$ cat config.mk
export PLATFORM = sky130hd
export DESIGN_NAME = bp_me_mem_cmd_arbiter_2to1
export DESIGN_NICKNAME = d
export VERILOG_FILES = /design/src/rtl/bp_me_mem_cmd_arbiter_2to1.sv
export SDC_FILE = /design/constraint.sdc
export NUM_CORES = 1
export LEC_CHECK = 0
export ABC_AREA = 1
export BUFFER_PORTS_ARGS = -buffer_cell sky130_fd_sc_hd__buf_4
export CAP_MARGIN = 25
export CORE_AREA = 2 2 157 159
export DETAILED_ROUTE_END_ITERATION = 10
export DIE_AREA = 0 0 159 161
export GPL_TIMING_DRIVEN = 1
export PLACE_DENSITY_LB_ADDON = 0.3
export REMOVE_ABC_BUFFERS = 1
export SETUP_SLACK_MARGIN = 0.4
export SLEW_MARGIN = 40
export SYNTH_ARGS = -nofsm -noshare
export SYNTH_HDL_FRONTEND = slang
export SYNTH_SLANG_ARGS = --single-unit
export TNS_END_PERCENT = 50
$ cat constraint.sdc
create_clock -name clk_i -period 2.5 [get_ports clk_i]
set_clock_uncertainty 0.15 [all_clocks]
set_input_delay 0.375 -clock clk_i [delete_from_list [all_inputs] [get_ports clk_i]]
set_output_delay 0.375 -clock clk_i [all_outputs]
set_load 0.01 [all_outputs]
$ cat src/rtl/bp_me_mem_cmd_arbiter_2to1.sv
// Two-to-one BedRock mem command arbiter with in-order response steering.
// Commands from two requesters are round-robin arbitrated onto one memory
// port. The granted requester id goes into an in-order tracking FIFO, and
// the id at the FIFO head steers each in-order response back to its issuer.
//
// Handshakes: command ports are ready-and-valid. A transfer happens on a
// cycle where valid and ready are both high, and ready may depend on valid.
// Response ports are valid-yumi. A consumer raises yumi only while the
// matching valid is high, and the transfer happens in that same cycle.
module bp_me_mem_cmd_arbiter_2to1 #(
  parameter int mem_msg_width_p   = 64,
  parameter int outstanding_els_p = 4,
  localparam int lg_outstanding_lp = $clog2(outstanding_els_p + 1)
) (
  input  logic                         clk_i,
  input  logic                         reset_n_i,

  input  logic [mem_msg_width_p-1:0]   mem_cmd0_i,
  input  logic                         mem_cmd0_v_i,
  output logic                         mem_cmd0_ready_o,
  input  logic [mem_msg_width_p-1:0]   mem_cmd1_i,
  input  logic                         mem_cmd1_v_i,
  output logic                         mem_cmd1_ready_o,

  output logic [mem_msg_width_p-1:0]   mem_cmd_o,
  output logic                         mem_cmd_v_o,
  input  logic                         mem_cmd_ready_i,

  input  logic [mem_msg_width_p-1:0]   mem_resp_i,
  input  logic                         mem_resp_v_i,
  output logic                         mem_resp_yumi_o,

  output logic [mem_msg_width_p-1:0]   mem_resp0_o,
  output logic                         mem_resp0_v_o,
  input  logic                         mem_resp0_yumi_i,
  output logic [mem_msg_width_p-1:0]   mem_resp1_o,
  output logic                         mem_resp1_v_o,
  input  logic                         mem_resp1_yumi_i,

  output logic [lg_outstanding_lp-1:0] outstanding_o,
  output logic                         error_o
);

  localparam int ptr_w_lp = $clog2(outstanding_els_p);

  logic [outstanding_els_p-1:0] id_mem_r;
  logic [ptr_w_lp-1:0]          wptr_r, rptr_r;
  logic [lg_outstanding_lp-1:0] count_r;
  logic                         last_grant_r;
  logic                         error_r;

  logic full, empty, can_issue, grant, push, pop, head, resp_ok;

  assign full  = (count_r == lg_outstanding_lp'(outstanding_els_p));
  assign empty = (count_r == '0);

  // The reset term forces every handshake output low while reset is held,
  // without waiting for a clock edge.
  assign can_issue = reset_n_i & mem_cmd_ready_i & ~full;

  // Round-robin grant: a contested cycle goes to the requester not served last.
  always_comb begin
    grant = 1'b0;
    if (mem_cmd0_v_i && mem_cmd1_v_i) grant = ~last_grant_r;
    else if (mem_cmd1_v_i)            grant = 1'b1;
  end

  assign mem_cmd_v_o      = can_issue & (mem_cmd0_v_i | mem_cmd1_v_i);
  assign mem_cmd_o        = grant ? mem_cmd1_i : mem_cmd0_i;
  assign mem_cmd0_ready_o = can_issue & ~grant & mem_cmd0_v_i;
  assign mem_cmd1_ready_o = can_issue &  grant & mem_cmd1_v_i;
  assign push             = mem_cmd_v_o;

  // A response is routed only when some command is tracked. A stray response
  // is left at the input and flags the error.
  assign head            = id_mem_r[rptr_r];
  assign resp_ok         = reset_n_i & mem_resp_v_i & ~empty;
  assign mem_resp0_v_o   = resp_ok & ~head;
  assign mem_resp1_v_o   = resp_ok &  head;
  assign mem_resp0_o     = mem_resp_i;
  assign mem_resp1_o     = mem_resp_i;
  assign mem_resp_yumi_o = head ? (mem_resp1_v_o & mem_resp1_yumi_i)
                                : (mem_resp0_v_o & mem_resp0_yumi_i);
  assign pop             = mem_resp_yumi_o;

  assign outstanding_o = count_r;
  assign error_o       = error_r;

  // Tracking FIFO, occupancy count, round-robin history and sticky error flag.
  always_ff @(posedge clk_i or negedge reset_n_i) begin
    if (!reset_n_i) begin
      id_mem_r     <= '0;
      wptr_r       <= '0;
      rptr_r       <= '0;
      count_r      <= '0;
      last_grant_r <= 1'b1;
      error_r      <= 1'b0;
    end else begin
      if (push) begin
        id_mem_r[wptr_r] <= grant;
        wptr_r           <= wptr_r + ptr_w_lp'(1);
        last_grant_r     <= grant;
      end
      if (pop) rptr_r <= rptr_r + ptr_w_lp'(1);
      case ({push, pop})
        2'b10:   count_r <= count_r + lg_outstanding_lp'(1);
        2'b01:   count_r <= count_r - lg_outstanding_lp'(1);
        default: count_r <= count_r;
      endcase
      if (mem_resp_v_i && empty) error_r <= 1'b1;
    end
  end

endmodule

==> impl_metrics.json <==
{
  "run_status": "finished, final reports clean",
  "route.detailed.wl_per_inst_um": 22.9,
  "initial_core_util_pct": 10.8,
  "max_cap_violations": 0,
  "post_synth_instance_area_sq_um": 2600,
  "reg2reg_depth": 11,
  "ys_seq_area_share_pct": 12.6,
  "fin_crit_ps": 2190,
  "total_chip_power_w": 0.00253,
  "critical_path_class": "reg -> reg",
  "layout_setup_ws_ps": 307,
  "final_min_period_over_clock_period_pct": 87.7,
  "area_growth_syn_to_layout_pct": 56.3,
  "worst-slew-pin-transition_ps": 354,
  "first_pass_iteration_count_of_the_detailed_router": 6,
  "place_ws_ps": 170,
  "hold_violations": 0,
  "die-height_um": 161,
  "drive_gt1_share_pct": 51.6,
  "maximum_net_fanout_on_the_critical_path": 5,
  "critical_path_cell_count": 11,
  "routed_via_density": 3.61,
  "cts-root-to-sink-buffers": 2,
  "timing.critical_path.cells": "inv_1 > nand3_2 > nand2_2 > nand3_4 > nand2_4 > ha_4 > inv_2 > fa_2 > a21oi_2 > o21ai_2 > xor2_1",
  "drt_iter0_drc": 160,
  "fp-row-count": 57,
  "whs_ps": 239,
  "num-fill-cells": 2824,
  "tritoncts.num_buffers": 3,
  "cts_root_buffer": "clkbuf_16",
  "detailedPlacementHpwl_um": 15700,
  "final_util_pct": 16.9,
  "critical_path.max_stage_delay_ps": 450,
  "ys_seq_elements": 13,
  "die-width_um": 159,
  "worst_min_delay_path_class": "in -> reg",
  "min_delay_path_depth": 2,
  "setup_viol": 0,
  "timing.critical_path.to_type": "register",
  "mostFrequentLayoutCells": "buf_4, nand2_1, inv_1",
  "worst-r2r-setup-slack_ps": 310,
  "dr_total_vias": 3098,
  "design.portCount": 402,
  "multiInputGateArea_sq_um": 1260,
  "numClockSinks": 13,
  "route.final.wire_length_um": 19600,
  "clk_pin_slew_ps": 50,
  "power_per_cell_area_nw_per_um2": 624,
  "grtUsageTotal_pct": 13.2,
  "cts_max_level": 1,
  "grt_first_pass_wirelength_um": 23500,
  "max_slew_margin_pct": 76.3,
  "area_of_the_core_sq_um": 24000,
  "finish.net_count": 742,
  "critPathSlowestCell": "dfrtp_2",
  "netlist-cell-type-count": 22,
  "grt_setup_unrepaired": "true",
  "post_synth_inst_count": 438,
  "grt_max_degree": 57,
  "path_buf_inv": 2,
  "grt_overflow_total": 0,
  "family_with_the_most_delay_on_the_worst_path": "adder cells",
  "port_buffers": 209,
  "worstSkewPairLatency_ps": 240,
  "tritoncts": "built",
  "drc": 0,
  "vias_in_the_first_global_route": 2928,
  "ir_drop_mv": 0.434,
  "p_leak_nw": 2.24,
  "postSynthAreaPerCell_sq_um": 5.93,
  "antenna_cells_inserted": 0,
  "place_congestion": 0.863,
  "crit_arrival_ps": 2170,
  "maxClockFrequency_mhz": 456,
  "seq_area_sq_um": 329,
  "start_kind": "register",
  "leading_cell_type_in_the_layout_fill_and_taps_excluded": "buf_4",
  "ys.warnings.count": 0,
  "postRouteAntennaNets": 0,
  "die_area_sq_um": 25600,
  "antenna_found_initial": 0,
  "report.final.slew_viol_count": 0,
  "required_ps": 2480
}
==> registers in the layout, indices dropped and copies added (netlist names) <==
name and flops:
outstanding_o 3, id_mem_r 4, last_grant_r 1, rptr_r 2
error_o 1, wptr_r 2
==> final cells by class <==
class	count	share of cell area (%)
clock buffers	4	1.94
flip-flops and latches	13	8.10
repair buffers	236	46.8
well taps	324	9.98
multi-input cells	263	31.1
inverters	19	2.06
==> path summary, 6_finish.rpt <==
| kind | from | end |
|---|---|---|
| max | rptr_r[1] | outstanding_o[2] |
| min | mem_resp_v_i | error_o |
| max reg2reg | rptr_r[1] | outstanding_o[2] |
| min reg2reg | error_o | error_o |
| max in group asynchronous | reset_n_i | last_grant_r |
| min in group asynchronous | reset_n_i | error_o |
==> cells by family (layout without fill, tap and decap cells) <==
kind of cell             count (synthesis)  count (layout)  synth area share [%]
flip-flops                              13              13                  12.6
AO/OA/AOI/OAI                           12              12                  2.46
XOR/XNOR                                 4               4                  1.35
AND/OR/NAND/NOR                        241             241                  36.4
adder cells (fa/ha/maj)                  6               6                  3.18
buffers and inverters                  162             259                  44.0
==> worst register-to-register path, delay by kind of cell (launching register included) <==
family | cells | cell delay [ps]
DFF | 1 | 450
adders and majority gates | 2 | 510
xor gates and xnor gates | 1 | 140
AOI/OAI and AO/OA | 2 | 240
buffers and inverters | 2 | 170
and+or+nand+nor | 4 | 410
==> Yosys cell counts <==
cell type	count	area share (%)
xor2_1	3	1.0
fa_1	1	0.77
nor2_1	4	0.58
nor2_2	1	0.24
buf_6	5	2.2
nor2_8	1	0.77
buf_4	130	38
ha_1	5	2.4
xnor2_1	1	0.34
a21oi_1	1	0.19
o21ai_1	6	1.2
a31o_2	1	0.34
inv_2	3	0.43
nand2_1	221	32
nand2_2	3	0.72
dfrtp_1	12	12
nand3_1	10	1.9
dfstp_2	1	1.0
o21ai_0	4	0.77
buf_2	8	1.5
nor3b_1	1	0.29
inv_1	16	2.3
==> stage by stage <==
step           setup TNS (ps)  cells  area (sq um)
5_1_grt                     0    859          4060
3_3_place_gp                0    834          3570
2_1_floorplan            -206    295          1530
6_report                    0    859          4060
4_1_cts                     0    846          3750
3_5_place_dp                0    834          3570
==> where the power goes <==
group / leakage (nW) / switching, W / total (W) / internal, W
combinational: 2.06 / 0.000912 / 0.00179 / 0.000880
clock: 0.0382 / 0.0000961 / 0.000312 / 0.000216
sequential: 0.151 / 0.000110 / 0.000429 / 0.000319
==> layer usage <==
metal,vias to the layer above,part of all wire (%),global-route usage (%)
met4,9,1.4,2.02
met2,360,41,17.8
met5,-,2.0,13.3
met3,23,23,16.8
li1,1378,-,-
met1,1328,33,11.7
==> timing repair <==
action,4_1_cts,5_1_grt
hold buffers,1,0
gates cloned,0,7
pin swaps,3,12
endpoints found under the setup margin,58,62
setup buffers,7,6
endpoints found under the hold margin,12,0
gates resized for setup,12,37
(Power assumes the default switching activity.)
